--- src/rtl/cpu_seq.sv ---
// Multi-cycle accumulator CPU core with one shared req/ack memory port.
// Define CPU_SEQ_PERF_EN to add the retire_cnt / stall_cnt performance counters.
module cpu_seq #(
  parameter int DATA_W   = 8,
  parameter int ADDR_W   = 8,
  parameter int OPC_W    = 4,
  parameter int RESET_PC = 0
) (
  input  logic              clk,
  input  logic              rst,
  output logic              mem_req,
  output logic              mem_we,
  output logic [ADDR_W-1:0] mem_addr,
  output logic [DATA_W-1:0] mem_wdata,
  input  logic [DATA_W-1:0] mem_rdata,
  input  logic              mem_ack,
  output logic [ADDR_W-1:0] pc_out,
  output logic [DATA_W-1:0] acc_out,
  output logic              flag_z,
  output logic              flag_c,
  output logic              halted
`ifdef CPU_SEQ_PERF_EN
  ,
  output logic [31:0]       retire_cnt,
  output logic [31:0]       stall_cnt
`endif
);

  localparam int OPND_W = DATA_W - OPC_W;

  localparam logic [OPC_W-1:0] OP_LDI = OPC_W'(1);
  localparam logic [OPC_W-1:0] OP_LD  = OPC_W'(2);
  localparam logic [OPC_W-1:0] OP_ST  = OPC_W'(3);
  localparam logic [OPC_W-1:0] OP_ADD = OPC_W'(4);
  localparam logic [OPC_W-1:0] OP_SUB = OPC_W'(5);
  localparam logic [OPC_W-1:0] OP_JMP = OPC_W'(6);
  localparam logic [OPC_W-1:0] OP_JZ  = OPC_W'(7);
  localparam logic [OPC_W-1:0] OP_HLT = {OPC_W{1'b1}};

  typedef enum logic [1:0] {S_FETCH, S_DECODE, S_MEM, S_HALT} state_t;

  state_t            state, state_nx;
  logic [ADDR_W-1:0] pc, pc_nx;
  logic [DATA_W-1:0] ir, ir_nx;
  logic [DATA_W-1:0] acc, acc_nx;
  logic              z, z_nx;
  logic              c, c_nx;
  logic              req_en;
  logic [DATA_W:0]   sum;

  logic [OPC_W-1:0]  opcode;
  logic [OPND_W-1:0] opnd;
  logic [ADDR_W-1:0] opnd_a;
  logic [DATA_W-1:0] opnd_d;

  assign opcode = ir[DATA_W-1 -: OPC_W];
  assign opnd   = ir[OPND_W-1:0];
  assign opnd_a = ADDR_W'(opnd);
  assign opnd_d = DATA_W'(opnd);

  // req_en keeps the port quiet for one cycle after reset so a late ack
  // belonging to an aborted transfer can never complete a new one.
  always_ff @(posedge clk) begin
    if (rst) begin
      state  <= S_FETCH;
      pc     <= ADDR_W'(RESET_PC);
      ir     <= '0;
      acc    <= '0;
      z      <= 1'b0;
      c      <= 1'b0;
      req_en <= 1'b0;
    end else begin
      state  <= state_nx;
      pc     <= pc_nx;
      ir     <= ir_nx;
      acc    <= acc_nx;
      z      <= z_nx;
      c      <= c_nx;
      req_en <= 1'b1;
    end
  end

  always_comb begin
    state_nx = state;
    pc_nx    = pc;
    ir_nx    = ir;
    acc_nx   = acc;
    z_nx     = z;
    c_nx     = c;
    sum      = '0;
    mem_req  = 1'b0;
    mem_we   = 1'b0;
    mem_addr = pc;
    unique case (state)
      S_FETCH: begin
        mem_req = req_en;
        if (mem_req && mem_ack) begin
          ir_nx    = mem_rdata;
          pc_nx    = pc + ADDR_W'(1);
          state_nx = S_DECODE;
        end
      end
      S_DECODE: begin
        state_nx = S_FETCH;
        case (opcode)
          OP_LDI: begin
            acc_nx = opnd_d;
            z_nx   = (opnd_d == '0);
          end
          OP_LD, OP_ST, OP_ADD, OP_SUB: state_nx = S_MEM;
          OP_JMP: pc_nx = opnd_a;
          OP_JZ:  if (z) pc_nx = opnd_a;
          OP_HLT: state_nx = S_HALT;
          default: ;
        endcase
      end
      S_MEM: begin
        mem_req  = req_en;
        mem_addr = opnd_a;
        mem_we   = req_en && (opcode == OP_ST);
        if (mem_req && mem_ack) begin
          state_nx = S_FETCH;
          case (opcode)
            OP_LD: begin
              acc_nx = mem_rdata;
              z_nx   = (mem_rdata == '0);
            end
            OP_ADD: begin
              sum    = {1'b0, acc} + {1'b0, mem_rdata};
              acc_nx = sum[DATA_W-1:0];
              c_nx   = sum[DATA_W];
              z_nx   = (sum[DATA_W-1:0] == '0);
            end
            OP_SUB: begin
              // C is the carry out of acc + ~mem + 1, i.e. 1 when no borrow.
              sum    = {1'b0, acc} + {1'b0, ~mem_rdata} + {{DATA_W{1'b0}}, 1'b1};
              acc_nx = sum[DATA_W-1:0];
              c_nx   = sum[DATA_W];
              z_nx   = (sum[DATA_W-1:0] == '0);
            end
            default: ;
          endcase
        end
      end
      S_HALT: ;
      default: state_nx = S_FETCH;
    endcase
  end

  assign mem_wdata = acc;
  assign pc_out    = pc;
  assign acc_out   = acc;
  assign flag_z    = z;
  assign flag_c    = c;
  assign halted    = (state == S_HALT);

`ifdef CPU_SEQ_PERF_EN
  logic retire;

  // Non-memory ops (HLT included) retire in DECODE; memory ops on their MEM ack.
  assign retire = ((state == S_DECODE) && (state_nx != S_MEM)) ||
                  ((state == S_MEM) && mem_req && mem_ack);

  always_ff @(posedge clk) begin
    if (rst) begin
      retire_cnt <= '0;
      stall_cnt  <= '0;
    end else begin
      if (retire) retire_cnt <= retire_cnt + 32'd1;
      if (mem_req && !mem_ack) stall_cnt <= stall_cnt + 32'd1;
    end
  end
`endif

endmodule

--- config.mk ---
export PLATFORM = sky130hd
export DESIGN_NAME = cpu_seq
export DESIGN_NICKNAME = d
export VERILOG_FILES = /design/src/rtl/cpu_seq.sv
export SDC_FILE = /design/constraint.sdc
export NUM_CORES = 1
export LEC_CHECK = 0
export BUFFER_PORTS_ARGS = -buffer_cell sky130_fd_sc_hd__clkbuf_2
export CORE_MARGIN = 3
export CORE_UTILIZATION = 50
export CTS_CLUSTER_DIAMETER = 40
export DETAILED_ROUTE_END_ITERATION = 10
export GPL_TIMING_DRIVEN = 0
export PLACE_DENSITY = 0.76
export SLEW_MARGIN = 5
export SYNTH_ARGS = -nofsm -noshare
export SYNTH_HDL_FRONTEND = slang
export SYNTH_SLANG_ARGS = --single-unit
--- constraint.sdc ---
create_clock -name clk -period 2.25 [get_ports clk]
set_clock_uncertainty 0.2 [all_clocks]
set_input_delay 0.225 -clock clk [delete_from_list [all_inputs] [get_ports clk]]
set_output_delay 0.225 -clock clk [all_outputs]
set_load 0.02 [all_outputs]
### Word level (Yosys, flattened, before mapping)

Cells that the tools add are included.

| word-level totals | value |
|---|---|
| register bits after elaboration | 29 |
| input bits | 11 |
| output and inout port bits | 37 |
| logic and storage cells | 68 |

| operators by class | value |
|---|---|
| add/sub/neg operators | 4 |
| equality and inequality tests | 17 |
| muxes and demuxes | 21 |
| bitwise logic cells | 1 |
| reductions and logical operators | 18 |

Operator list:

| kind | number |
|---|---|
| $pmux W8 S2 | 3 |
| $mux W8 | 5 |
| $logic_not A8 Y1 | 4 |
| $pmux W8 S3 | 1 |
| $add A8 B8 Y9 | 2 |
| $eq A4 B3 Y1 const B | 4 |
| $add A9 B1 Y9 const B | 1 |
| $add A8 B1 Y8 const B | 1 |
| $eq A4 B2 Y1 const B | 2 |
| $not A8 Y8 | 1 |
| $reduce_and A4 Y1 | 2 |
| $pmux W2 S3 | 1 |
| $reduce_and A3 Y1 | 2 |
| $reduce_bool A2 Y1 | 3 |
| $mux W1 | 5 |
| $eq A2 B2 Y1 const B | 2 |
| $eq A4 B1 Y1 const B | 1 |
| $eq A4 B4 Y1 const B | 1 |
| $mux W2 | 2 |
| $ne A2 B2 Y1 const B | 2 |
| $ne A4 B3 Y1 const B | 1 |
| $pmux W1 S2 | 2 |
| $pmux W2 S2 | 1 |
| $reduce_or A4 Y1 | 1 |
| 10 further kinds | 11 |

### Longest topological paths before layout

| logic depth | value |
|---|---|
| word-level depth | 7 |
| depth in mapped cells | 10 |
| mapped depth without buffers | 10 |

### Worst setup path before layout

No wires, ideal clock.

| timing | value |
|---|---|
| kind | register -> register |
| start | register acc[0], in the netlist acc_out[0] |
| end | register z, in the netlist flag_z |
| setup time | 119 ps |
| arrival time | 2123 ps |
| required time | 1931 ps |
| path slack | -192 ps |
| stages on the path, launching flop included | 9 |
| path buffers | 0 |
| clock period less this slack | 2442 ps |
| path through | dfxtp_1 -> ha_1 -> fa_1 -> nor2b_1 -> o2111a_1 -> a311oi_1 -> nor4b_2 -> a221oi_2 -> nor2_1 |

| on the way | value |
|---|---|
| longest elaborated chain between the ends | 6 |
| elaborated cells between the ends (all ways) | 8 |
| those cells by class | 3 x add/sub; 3 x mux; 2 x reduce/logical |

Ends and longest elaborated chain:

| what | RTL line | source |
|---|---|---|
| from (decl) | 45 | `logic [DATA_W-1:0] acc, acc_nx;` |
| from (signal assigned) | 76 | `acc <= acc_nx;` |
| $add A8 B8 Y9 | 136 | `sum = {1'b0, acc} + {1'b0, ~mem_rdata} + {{DATA_W{1'b0}}, 1'b1};` |
| $add A9 B1 Y9 | 136 |  |
| $logic_not A8 Y1 | 139 | `z_nx = (sum[DATA_W-1:0] == '0);` |
| $pmux W1 S3 * | 123 | `case (opcode)` |
| $mux W1 * | 121 | `if (mem_req && mem_ack) begin` |
| $pmux W1 S2 * | 94 | `unique case (state)` |
| to (signal assigned) | 77 | `z <= z_nx;` |
| to (decl) | 46 | `logic z, z_nx;` |

Every way passes the cells marked *; elsewhere a longest branch is shown, timed or not. The select of a mux whose other input is x is not followed.
A chain may end at the register's enable or synchronous reset.

### Worst setup path in the final report

| timing | value |
|---|---|
| start | register acc[0], in the netlist acc_out[0] |
| end | register c, in the netlist flag_c |

| on the way | value |
|---|---|
| longest elaborated chain between the ends | 3 |
| elaborated cells between the ends (all ways) | 4 |
| those cells by class | 3 x add/sub; 1 x mux |

Ends and longest elaborated chain:

| what | RTL line | source |
|---|---|---|
| $add A8 B8 Y9 | 136 |  |
| $add A9 B1 Y9 | 136 |  |
| $pmux W1 S2 * | 123 |  |
| to (signal assigned) | 78 | `c <= c_nx;` |
| to (decl) | 47 | `logic c, c_nx;` |

Every way passes the cells marked *; elsewhere a longest branch is shown, timed or not.

==> run metrics <==
status finished, violations left; failing checks negative setup slack; wire length per cell 16.2 µm; Seq/Total Area, Yosys 21.8%; RSZ-0062 raised after global routing yes; top_reg_cell synth dfxtp_1; Die Wd 79.0 µm; Least-Margin Pin Slew 744 ps; CTS H-tree lvls 2; final-stage net count 431; worst skew pair latency 280 ps; largest net degree at the start of global routing 11; Routed WL 7.52 mm; Syn Inst Count 341; crit path launch type flop; TritonRoute pass-1 iters 5; clock-pin slew on the worst setup and hold paths 70 ps; drc violations 0; P_leak 1.38 nW; Maximum Capacitance Violations 0; final worst-path cycle share 104%; pwr/cell area 408 nW/µm²; Final Max Tran Viols 0; IR drop worst, VDD 0.543 mV; r2r endpoint flag_c; row cnt 25; worst rel slew slack 50.2%; synth unique cells 62; Worst setup EP type flop; DIE AREA 6240 µm²; Setup-failing EPs final 5; WHS Path Cells 3; vias in the first global route 2350; Initial Utilization 53.9%; TritonCTS Sinks 29; drt via density 5.95; input/output buffers 47; Fin. Hold Viols 0; critical path peak fanout 4; r2r setup slk -80 ps; critical setup path kind flop to flop; global-route wire length before repair 11.8 mm; fmax 429 MHz; antenna cell count 0; Post-Syn Nets 376; min Tclk post-route 2330 ps; Synth-to-Final Area Change 23.3%; flops & latches, synth 29; detailed placement HPWL 5.49 mm; WP data arrival 2260 ps; Hold Startpoint mem_rdata[4]; initial drt markers 229; Final WS setup -80.4 ps; CTS tree done; CTS root buf clkbuf_8; fin util 66.5%; worst endpoint required time 2180 ps; Syn. warnings 0; Syn Std Cell Area 2670 µm²; worst hold path class input pin to flop; syn_area_per_cell 7.82 µm²; worst r2r src acc_out[0]; Die Y 79.0 µm; post-route ant nets 0; Synth async-reset ratio 0%; Hold Path Sink ir[4]; grt total ovfl 0; initial antenna violation count 0; share of layout cells above drive strength 1 31.5%; Clock Tree Buf Depth 2; global placer's final weighted congestion 0.899; GRT Overall Usage 23.6%; TritonCTS buffer count 5; vias 2759; FF-to-FF path depth 8; number of enable flip-flop cells after synthesis 0; IO Count 48; setup TNS -204 ps; core area 4940 µm²
## layer usage
metal	vias up	global-route usage, %	share of wire (%)
met5	-	0	0
met3	8	3.74	8.5
met4	0	2.41	0.52
met1	1290	35.0	45
met2	126	37.0	46
li1	1335	-	-
## what timing repair did
action,in CTS,in global routing
setup buffers,6,4
endpoints found under the setup margin,26,23
pin swaps,14,5
hold buffers,0,0
gates resized for setup,23,23
## cells by family after synthesis
family	synth area share, %
simple gates	25.7
xor+xnor	2.30
compound gates	25.5
buf+inv	8.92
mux	3.99
flops	21.8
fa+ha+maj	11.8
## how the worst max path moves through the flow
stage	startpoint	to	slack [ps]	cells past startpoint
finish	acc_out[0]	flag_c	-80	8
global route	acc_out[0]	acc_out[4]	-190	10
CTS	acc_out[0]	flag_z	-70	8
detailed placement	mem_rdata[2]	flag_c	-370	10
global placement	mem_rdata[4]	flag_c	-320	10
floorplan	acc_out[2]	flag_z	0.9	8
## area by class of cell
| type | instances | area (µm²) |
|---|---|---|
| multi-input combinational | 262 | 1990 |
| fill | 440 | 1660 |
| sequential | 29 | 601 |
| timing repair buffer | 57 | 314 |
| buffer | 20 | 131 |
| clock buffer | 8 | 90.1 |
| tap | 67 | 83.8 |
| inverter | 21 | 78.8 |
## critical path, stage by stage, from the launching register on
cell      delay (ps)
dfxtp_4          360
ha_4             160
fa_2             400
nor2b_4          150
o211ai_1         290
a21oi_1          120
o21ai_1          200
a221o_1          200
a311oi_2         100
## through the flow
stage                     instance area (µm²)  hold slack [ps]  cells  setup slack (ps)  power (mW)
final                                    3290             46.8    464             -80.4        1.34
after CTS                                3200             52.5    462             -69.3        1.32
after detailed placement                 3010              302    455              -369       0.871
after floorplan                          2690              161    341             0.940       0.781
after global routing                     3290             75.8    464              -189        1.41
after global placement                   3010              277    455              -318       0.867
## layout by cell type (no fill, tap or decap), drive strengths merged, types with 4 or more instances in the layout
| master | instances |
|---|---|
| dfxtp | 29 |
| nor2 | 29 |
| nand3 | 8 |
| clkbuf | 63 |
| a311oi | 4 |
| o221ai | 4 |
| nand4 | 5 |
| buf | 22 |
| nor2b | 14 |
| xor2 | 5 |
| inv | 21 |
| a211o | 4 |
| nand2 | 31 |
| mux2 | 5 |
| nand2b | 8 |
| a211oi | 9 |
| and3 | 7 |
| mux2i | 5 |
| ha | 22 |
| a21oi | 30 |
| o21ai | 12 |
## cells in the mapped netlist, types with 5 or more instances
| cell type | n | area (µm²) |
|---|---|---|
| a21oi_1 | 30 | 150 |
| nor2_1 | 29 | 109 |
| inv_1 | 20 | 75.1 |
| nand2_1 | 31 | 116 |
| nand2b_1 | 8 | 50.1 |
| o21ai_0 | 12 | 60.1 |
| buf_4 | 9 | 67.6 |
| dfxtp_1 | 29 | 581 |
| mux2_2 | 5 | 56.3 |
| a211oi_1 | 8 | 60.1 |
| xor2_1 | 5 | 43.8 |
| ha_1 | 22 | 275 |
| clkbuf_1 | 16 | 60.1 |
| mux2i_1 | 5 | 50.1 |
| nand3_1 | 8 | 40.0 |
| nor2b_1 | 14 | 87.6 |
| and3_1 | 7 | 43.8 |
## power breakdown
part / leakage (nW) / total, mW / internal [mW] / switching [mW]
combinational: 1.10 / 0.346 / 0.138 / 0.208
sequential: 0.241 / 0.554 / 0.529 / 0.0253
clock: 0.0455 / 0.440 / 0.249 / 0.191
## sequential cells by signal, summed over array words and instances (netlist names)
| name | cells |
|---|---|
| pc_out | 8 |
| ir | 8 |
| flag_z | 1 |
| flag_c | 1 |
| acc_out | 8 |
| req_en | 1 |
| state | 2 |
No activity file was read; power rests on OpenSTA's default activity.
